--- src/rtl/tdm_demux4_if.sv ---
// rtl/tdm_demux4_if.sv - serial input and parallel output bundle of the 4-slot TDM receiver
interface tdm_demux4_if #(
    parameter int W = 4
);
    logic         din;
    logic         din_valid;
    logic         sync;
    logic [W-1:0] z0;
    logic [W-1:0] z1;
    logic [W-1:0] z2;
    logic [W-1:0] z3;
    logic         frame_valid;
    logic         sync_err;
    logic         locked;

    modport master (
        output din, din_valid, sync,
        input  z0, z1, z2, z3, frame_valid, sync_err, locked
    );

    modport slave (
        input  din, din_valid, sync,
        output z0, z1, z2, z3, frame_valid, sync_err, locked
    );
endinterface

--- src/rtl/tdm_demux4.sv ---
// rtl/tdm_demux4.sv - 4-slot TDM serial deserialiser with frame-sync alignment
module tdm_demux4 #(
    parameter int W = 4
) (
    input  logic          clk,
    input  logic          rstn,
    tdm_demux4_if.slave   bus
);
    localparam int CW = (W > 1) ? $clog2(W) : 1;
    localparam logic [CW-1:0] LAST_BIT = CW'(W - 1);

    typedef enum logic {HUNT, RECV} state_t;

    state_t        state_q, state_d;
    logic [CW-1:0] bit_q, bit_d;
    logic [1:0]    slot_q, slot_d;
    logic [W-1:0]  sh_q, sh_d;
    logic [W-1:0]  h0_q, h0_d, h1_q, h1_d, h2_q, h2_d;
    logic [W-1:0]  z0_q, z0_d, z1_q, z1_d, z2_q, z2_d, z3_q, z3_d;
    logic          fv_q, fv_d;
    logic          se_q, se_d;

    // Position the current bit is treated as occupying; forced to slot 0 bit 0
    // when a sync marker (re)starts a frame.
    logic [CW-1:0] eff_bit;
    logic [1:0]    eff_slot;
    logic [W-1:0]  word;
    logic          take_bit;

    // Framing decisions, bit shifting and frame assembly for one accepted bit.
    always_comb begin
        state_d  = state_q;
        bit_d    = bit_q;
        slot_d   = slot_q;
        sh_d     = sh_q;
        h0_d     = h0_q;
        h1_d     = h1_q;
        h2_d     = h2_q;
        z0_d     = z0_q;
        z1_d     = z1_q;
        z2_d     = z2_q;
        z3_d     = z3_q;
        fv_d     = 1'b0;
        se_d     = 1'b0;
        eff_bit  = bit_q;
        eff_slot = slot_q;
        take_bit = 1'b0;
        word     = '0;

        if (bus.din_valid) begin
            case (state_q)
                HUNT: begin
                    if (bus.sync) begin
                        state_d  = RECV;
                        eff_bit  = '0;
                        eff_slot = 2'd0;
                        take_bit = 1'b1;
                    end
                end
                RECV: begin
                    if (bit_q == '0 && slot_q == 2'd0) begin
                        if (!bus.sync) begin
                            // Expected frame start missing: drop lock and hunt again.
                            se_d    = 1'b1;
                            state_d = HUNT;
                            bit_d   = '0;
                            slot_d  = 2'd0;
                        end else begin
                            take_bit = 1'b1;
                        end
                    end else if (bus.sync) begin
                        // Marker arrived early: abandon the partial frame and
                        // realign on this bit.
                        se_d     = 1'b1;
                        eff_bit  = '0;
                        eff_slot = 2'd0;
                        take_bit = 1'b1;
                    end else begin
                        take_bit = 1'b1;
                    end
                end
                default: ;
            endcase
        end

        // A slot's first bit starts from an empty register so stale bits never leak in.
        word = (((eff_bit == '0) ? '0 : sh_q) << 1) | W'(bus.din);

        if (take_bit) begin
            sh_d = word;
            if (eff_bit == LAST_BIT) begin
                bit_d  = '0;
                slot_d = eff_slot + 2'd1;
                case (eff_slot)
                    2'd0: h0_d = word;
                    2'd1: h1_d = word;
                    2'd2: h2_d = word;
                    default: begin
                        z0_d = h0_q;
                        z1_d = h1_q;
                        z2_d = h2_q;
                        z3_d = word;
                        fv_d = 1'b1;
                    end
                endcase
            end else begin
                bit_d  = eff_bit + CW'(1);
                slot_d = eff_slot;
            end
        end
    end

    // State, counters and output registers; reset discards any partial frame.
    always_ff @(posedge clk or negedge rstn) begin
        if (!rstn) begin
            state_q <= HUNT;
            bit_q   <= '0;
            slot_q  <= 2'd0;
            sh_q    <= '0;
            h0_q    <= '0;
            h1_q    <= '0;
            h2_q    <= '0;
            z0_q    <= '0;
            z1_q    <= '0;
            z2_q    <= '0;
            z3_q    <= '0;
            fv_q    <= 1'b0;
            se_q    <= 1'b0;
        end else begin
            state_q <= state_d;
            bit_q   <= bit_d;
            slot_q  <= slot_d;
            sh_q    <= sh_d;
            h0_q    <= h0_d;
            h1_q    <= h1_d;
            h2_q    <= h2_d;
            z0_q    <= z0_d;
            z1_q    <= z1_d;
            z2_q    <= z2_d;
            z3_q    <= z3_d;
            fv_q    <= fv_d;
            se_q    <= se_d;
        end
    end

    assign bus.z0          = z0_q;
    assign bus.z1          = z1_q;
    assign bus.z2          = z2_q;
    assign bus.z3          = z3_q;
    assign bus.frame_valid = fv_q;
    assign bus.sync_err    = se_q;
    assign bus.locked      = (state_q == RECV);
endmodule

--- src/flat_wrapper.sv ---
// flat-port wrapper written by rule: the top's interface ports become plain ports
module tdm_demux4_flat 
#(
    parameter int W = 4
)
  (clk, rstn, bus_din, bus_din_valid, bus_sync, bus_z0, bus_z1, bus_z2, bus_z3, bus_frame_valid, bus_sync_err, bus_locked);
  tdm_demux4_if #(.W(W)) bus_i ();
  input  logic clk;
  input  logic rstn;
  input wire logic [$bits(bus_i.din)-1:0] bus_din;
  input wire logic [$bits(bus_i.din_valid)-1:0] bus_din_valid;
  input wire logic [$bits(bus_i.sync)-1:0] bus_sync;
  output wire logic [$bits(bus_i.z0)-1:0] bus_z0;
  output wire logic [$bits(bus_i.z1)-1:0] bus_z1;
  output wire logic [$bits(bus_i.z2)-1:0] bus_z2;
  output wire logic [$bits(bus_i.z3)-1:0] bus_z3;
  output wire logic [$bits(bus_i.frame_valid)-1:0] bus_frame_valid;
  output wire logic [$bits(bus_i.sync_err)-1:0] bus_sync_err;
  output wire logic [$bits(bus_i.locked)-1:0] bus_locked;
  assign bus_i.din = bus_din;
  assign bus_i.din_valid = bus_din_valid;
  assign bus_i.sync = bus_sync;
  assign bus_z0 = bus_i.z0;
  assign bus_z1 = bus_i.z1;
  assign bus_z2 = bus_i.z2;
  assign bus_z3 = bus_i.z3;
  assign bus_frame_valid = bus_i.frame_valid;
  assign bus_sync_err = bus_i.sync_err;
  assign bus_locked = bus_i.locked;
  tdm_demux4 #(.W(W)) u_core (.clk(clk), .rstn(rstn), .bus(bus_i));
endmodule
--- config.mk ---
export PLATFORM = sky130hd
export DESIGN_NAME = tdm_demux4_flat
export DESIGN_NICKNAME = d
export VERILOG_FILES = /design/src/rtl/tdm_demux4_if.sv /design/src/rtl/tdm_demux4.sv /design/src/flat_wrapper.sv
export SDC_FILE = /design/constraint.sdc
export NUM_CORES = 1
export LEC_CHECK = 0
export BUFFER_PORTS_ARGS = -buffer_cell sky130_fd_sc_hd__buf_4
export CAP_MARGIN = 20
export CELL_PAD_IN_SITES_DETAIL_PLACEMENT = 0
export CELL_PAD_IN_SITES_GLOBAL_PLACEMENT = 1
export CORE_MARGIN = 2
export CORE_UTILIZATION = 46
export DETAILED_ROUTE_END_ITERATION = 12
export PLACE_DENSITY = 0.88
export SYNTH_ARGS = -nofsm -noshare
export SYNTH_HDL_FRONTEND = slang
export SYNTH_SLANG_ARGS = --single-unit
--- constraint.sdc ---
create_clock -name clk -period 2.2 [get_ports clk]
set_clock_uncertainty 0.1 [all_clocks]
set_input_delay 0.33 -clock clk [delete_from_list [all_inputs] [get_ports clk]]
set_output_delay 0.33 -clock clk [all_outputs]
set_load 0.005 [all_outputs]
# Word level (Yosys, flattened, before mapping)
# Index checks and enable logic that the tools add are counted.
dict set report totals {
  input_bits 5
  word_cells 64
  reg_bits 38
  out_inout_bits 19
}
dict set report op_classes {
  n_mux 28
  n_addsub 2
  eq_ne 4
  bitwise 3
  reduce_logical 14
}
# cell count
set op_table {}
lappend op_table {{2-bit two-way mux} 14}
lappend op_table {{3-bit AND reduction} 4}
lappend op_table {{1-bit two-way mux} 10}
lappend op_table {{2-bit logical NOT} 4}
lappend op_table {{2-bit case mux with 2 select lines} 2}
lappend op_table {{2-bit nonzero test} 3}
lappend op_table {{2-bit by 1-bit adder with 2-bit output (second input constant)} 2}
lappend op_table {{2-bit equality test (second input constant)} 2}
lappend op_table {{4-bit by 1-bit bitwise OR with 4-bit output} 1}
lappend op_table {{4-bit AND reduction} 1}
lappend op_table {{3-bit two-way mux} 1}
lappend op_table {{3-bit OR reduction} 1}
lappend op_table {{2-bit by 1-bit equality test with 1-bit output (second input constant)} 1}
lappend op_table {{2-bit by 1-bit inequality test with 1-bit output (second input constant)} 1}
lappend op_table {{1-bit NOT} 2}
lappend op_table {{1-bit case mux with 2 select lines} 1}
lappend op_table {{1-bit logical AND} 1}

# Logic depth before layout (Yosys ltp)
dict set report depth {
  ltp_word 10
  depth_mapped 10
  mapped_depth_nobuf 7
}

# Worst setup path before layout
# Ideal clock, no wire load.
dict set report synth_timing {
  path_type {input -> register}
  start {input bus_din_valid}
  end {register u_core.z0_q[3], in the netlist u_core.bus.z0[3]}
  arrival_ps 1823
  slack_ps 152
  setup_ps 125
  n_path_buf 3
  required_time_ps 1975
  path_stages 9
  cell_sequence {buf_2 nand2_1 and2_1 ha_1 clkbuf_2 nand3_1 a21oi_4 buf_12 mux2_4}
}
dict set report synth_between {
  elab_chain_cells 5
  word_cells_on_any_way 10
  classes_between {eq/ne: 3; mux: 3; bitwise: 1; reduce/logical: 3}
}
# element line
set synth_lines {}
lappend synth_lines {{start: declaration} flat_wrapper.sv:11} ;# input wire logic [$bits(bus_i.din_valid)-1:0] bus_din_valid;
lappend synth_lines {{2-bit two-way mux} tdm_demux4.sv:50} ;# if (bus.din_valid) begin
lappend synth_lines {{2-bit by 1-bit equality test with 1-bit output, or another cell as far along} tdm_demux4.sv:94} ;# case (eff_slot)
lappend synth_lines {{3-bit OR reduction (no source line)} n/a}
lappend synth_lines {{1-bit NOT (no source line)} n/a}
lappend synth_lines {{3-bit AND reduction (no source line) *} n/a}
lappend synth_lines {{end signal: assignment} tdm_demux4.sv:137} ;# z0_q <= z0_d;
lappend synth_lines {{end: declaration} tdm_demux4.sv:19} ;# logic [W-1:0] z0_q, z0_d, z1_q, z1_d, z2_q, z2_d, z3_q, z3_d;
# Mark *: on every way between the ends. The rest lies on a longest branch, timed or not.
# A chain may end at the register's enable or synchronous reset.

# Final worst setup path
dict set report layout_timing {
  start {register u_core.bit_q[0]}
  end {register u_core.z2_q[2], in the netlist u_core.bus.z2[2]}
}
dict set report layout_between {
  elab_chain_cells 9
  word_cells_on_any_way 19
  classes_between {eq/ne: 3; mux: 10; bitwise: 1; reduce/logical: 5}
}
# element line
set layout_lines {}
lappend layout_lines {{start: declaration} tdm_demux4.sv:15} ;# logic [CW-1:0] bit_q, bit_d;
lappend layout_lines {{start signal: assignment} tdm_demux4.sv:131} ;# bit_q <= bit_d;
lappend layout_lines {{2-bit logical NOT} tdm_demux4.sv:61} ;# if (bit_q == '0 && slot_q == 2'd0) begin
lappend layout_lines {{1-bit logical AND} tdm_demux4.sv:61}
lappend layout_lines {{2-bit two-way mux} tdm_demux4.sv:61}
lappend layout_lines {{2-bit case mux with 2 select lines} tdm_demux4.sv:51} ;# case (state_q)
lappend layout_lines {{2-bit two-way mux} tdm_demux4.sv:50}
lappend layout_lines {{2-bit by 1-bit equality test with 1-bit output, or another cell as far along} tdm_demux4.sv:94}
lappend layout_lines {{3-bit OR reduction (no source line)} n/a}
lappend layout_lines {{1-bit NOT (no source line)} n/a}
lappend layout_lines {{3-bit AND reduction (no source line) *} n/a}
lappend layout_lines {{end signal: assignment} tdm_demux4.sv:139} ;# z2_q <= z2_d;
lappend layout_lines {{end: declaration} tdm_demux4.sv:19}
# Marked as above.

==> load_flow_metrics.sql <==
INSERT INTO impl_metrics (metric_group, metric, value, unit) VALUES
('critical_path', 'slowest_stage', 'sky130_fd_sc_hd__dfrtp_1', ''),
('clock_tree', 'clk_latency', '290', 'ps'),
('pwr', 'netSwitchingPower', '580.8', 'uW'),
('pwr', 'clkPwrFrac', '24.9', '%'),
('global_routing', 'grt_max_degree', '39', ''),
('timing', 'finalMaxSlewViolations', '0', ''),
('synthesis', 'yosysTopAreaCellShare', '54.83', '%'),
('critical_path', 'arrival', '2150', 'ps'),
('run_status', 'status', 'complete, no violations', ''),
('synthesis', 'synth-main-ff-cell', 'sky130_fd_sc_hd__dfrtp_1', ''),
('route', 'drt_pass1_iterations', '4', ''),
('critical_path', 'timing.critical_path.from_type', 'flip-flop', ''),
('place', 'placed_cells', '196', ''),
('run', 'max-cap-violations', '0', ''),
('cells_and_area', 'final-instance-count-excl-fill', '208', ''),
('clock_tree', 'tritoncts', 'yes', ''),
('pwr', 'power.total', '1.983', 'mW'),
('timing', 'fin_tns_setup', '0', 'ps'),
('clock_tree', 'clock_buffer_count_from_cts', '5', ''),
('route', 'drt-initial-drc-count', '71', ''),
('critical_path', 'path_buf_inv', '1', ''),
('critical_path', 'criticalPathCategory', 'reg -> reg', ''),
('synthesis', 'ys_ff_latch', '38', ''),
('place', 'detailed_place.area', '1958', 'um2'),
('synthesis', 'synth_warnings', '0', ''),
('cells_and_area', 'num_antenna_cells', '0', ''),
('timing', 'setup_viol_count_final', '0', ''),
('floorplan', 'top_level_ports', '24', ''),
('clock_tree', 'htree_levels', '2', ''),
('global_routing', 'grt_overflow', '0', ''),
('pwr', 'share_seq_of_total_power', '49.0', '%'),
('synthesis', 'sequential_area_share_after_synthesis', '54.83', '%'),
('timing', 'postLayoutSetupSlackWorst', '133.0', 'ps'),
('synthesis', 'post-synth-top-area-cell', 'sky130_fd_sc_hd__dfrtp_1', ''),
('cells_and_area', 'finalCoreUtilization', '58.20', '%'),
('place', 'detailedPlacementHpwl', '2069', 'um'),
('place', 'place.gp.congestion', '0.8147', ''),
('route', 'route.vias.total', '1050', ''),
('critical_path', 'timing.critical_path.cells', 'nor4_2 > ha_1 > nand2b_1 > a21oi_4 > buf_4 > mux2_4', ''),
('min_path', 'timing.hold.worst.class', 'in -> reg', ''),
('floorplan', 'placeableCoreArea', '3633', 'um2'),
('global_routing', 'global_route.usage.total', '15.91', '%'),
('critical_path', 'cp.required', '2280', 'ps'),
('pwr', 'power.static_leakage', '1.048', 'nW'),
('pwr', 'power_switching_share', '29.29', '%'),
('floorplan', 'fp.dieW', '65.40', 'um'),
('route', 'drt-vias-per-instance', '5.048', ''),
('timing', 'clock.fmax', '483.8', 'MHz'),
('pwr', 'ir_drop', '0.5161', 'mV'),
('pwr', 'p_comb_share', '26.1', '%'),
('route', 'detail_route.wirelength', '2919', 'um'),
('floorplan', 'core_rows', '22', ''),
('cells_and_area', 'final_design_area_no_fill', '2115', 'um2'),
('cells_and_area', 'drive_above_1_share', '49.38', '%'),
('global_routing', 'first_pass_grt_wire_length', '4961', 'um'),
('timing', 'relSlewSlack', '68.99', '%'),
('global_routing', 'grt_antenna_before_repair', '0', ''),
('route', 'final_antenna_net_count', '0', ''),
('synthesis', 'synth_fp_nets', '137', ''),
('cells_and_area', 'layout-area-overhead-vs-synth', '21.93', '%'),
('route', 'post_route_met1_wirelength', '1321', 'um'),
('floorplan', 'chipHeight', '65.40', 'um'),
('timing', 'worstMarginPinSlew', '465.1', 'ps'),
('critical_path', 'endpoint_kind_of_the_worst_setup_timing_path', 'flip-flop', ''),
('route', 'routedWlPerCell', '14.03', 'um'),
('timing', 'final.hold.worst_slack', '180.3', 'ps'),
('route', 'maxUsedRoutingLayer', 'met4', ''),
('timing', 'finalCriticalPeriod', '2067', 'ps'),
('pwr', 'power-per-cell-area', '937.8', 'nW/um2'),
('synthesis', 'synth.lib_cells_used.distinct', '25', ''),
('critical_path', 'max_stage_delay', '440', 'ps');
## power groups by stage
stage / Sequential [mW] / Clock, mW / Combinational [mW]
floorplan: 0.953 / 0 / 0.360
global placement: 0.967 / 0 / 0.494
detailed placement: 0.979 / 0 / 0.517
CTS: 0.965 / 0.504 / 0.520
global route: 0.994 / 0.533 / 0.575
finish: 0.971 / 0.495 / 0.517
## placed cells by master (no fill, tap or decap), types with 2 or more instances in the layout
cell type,synthesis,layout
sky130_fd_sc_hd__dfrtp_1,38,38
sky130_fd_sc_hd__a21oi_2,2,3
sky130_fd_sc_hd__and2_1,2,2
sky130_fd_sc_hd__mux2_4,9,9
sky130_fd_sc_hd__mux2_2,24,24
sky130_fd_sc_hd__nand2_1,6,6
sky130_fd_sc_hd__clkbuf_8,0,6
sky130_fd_sc_hd__buf_4,0,30
sky130_fd_sc_hd__a21oi_1,6,5
sky130_fd_sc_hd__nor2b_1,3,3
sky130_fd_sc_hd__nand2b_1,2,2
sky130_fd_sc_hd__nand3_1,4,4
sky130_fd_sc_hd__inv_1,7,7
sky130_fd_sc_hd__o21ai_0,2,2
sky130_fd_sc_hd__ha_1,7,7
## timing repair
item,CTS,global route
hold endpoints to repair,38,0
hold buffers,1,0
pin swaps,1,0
setup buffers,3,0
resized for setup,0,3
setup endpoints to repair,1,15
## area by class of cell
type / count / area, um2 / area share (%)
flip-flops and latches: 38 / 950.9 / 44.97
well taps: 48 / 60.06 / 2.840
multi-input cells: 75 / 726.9 / 34.38
clock inverters: 2 / 12.51 / 0.5917
inverters: 7 / 26.28 / 1.243
repair buffers: 32 / 255.2 / 12.07
clock buffers: 6 / 82.58 / 3.905
## metal layers
layer  global-route usage [%]  vias up
li1                         -      496
met1                    19.55      524
met2                    25.26       23
met3                    4.110        7
met4                    9.375        0
met5                        0        -
## kinds of logic (layout without fill, tap and decap cells)
logic type,count (synthesis),after routing,share of synthesized area [%]
flip-flops,38,38,54.83
multiplexers,33,33,23.38
AND/OR/NAND/NOR,20,20,6.349
AO/OA/AOI/OAI,15,15,6.206
buffers and inverters,12,47,4.185
adder cells (fa/ha/maj),7,7,5.050
## path summary, 6_finish.rpt
| kind | slack [ps] | endpoint | from | depth (start not counted) |
|---|---|---|---|---|
| worst min register to register | 400 | u_core.sh_q[1] | u_core.sh_q[1] | 1 |
| min in group asynchronous | 430 | u_core.bit_q[0] | rstn | 2 |
| worst max-delay path | 130 | u_core.bus.z2[2] | u_core.bit_q[0] | 6 |
| worst max register to register | 130 | u_core.bus.z2[2] | u_core.bit_q[0] | 6 |
| max in group asynchronous | 1240 | u_core.slot_q[1] | rstn | 2 |
| worst min-delay path | 180 | u_core.bus.locked | bus_din_valid | 2 |
## flip-flops by register name, indices dropped and copies added, names as in the netlist, 2 cells and up
signal / flops
u_core.bit_q: 2
u_core.bus.z0: 4
u_core.bus.z1: 4
u_core.bus.z2: 4
u_core.bus.z3: 4
u_core.h0_q: 4
u_core.h1_q: 4
u_core.h2_q: 4
u_core.sh_q: 3
u_core.slot_q: 2
Power figures use the tool's default switching activity.
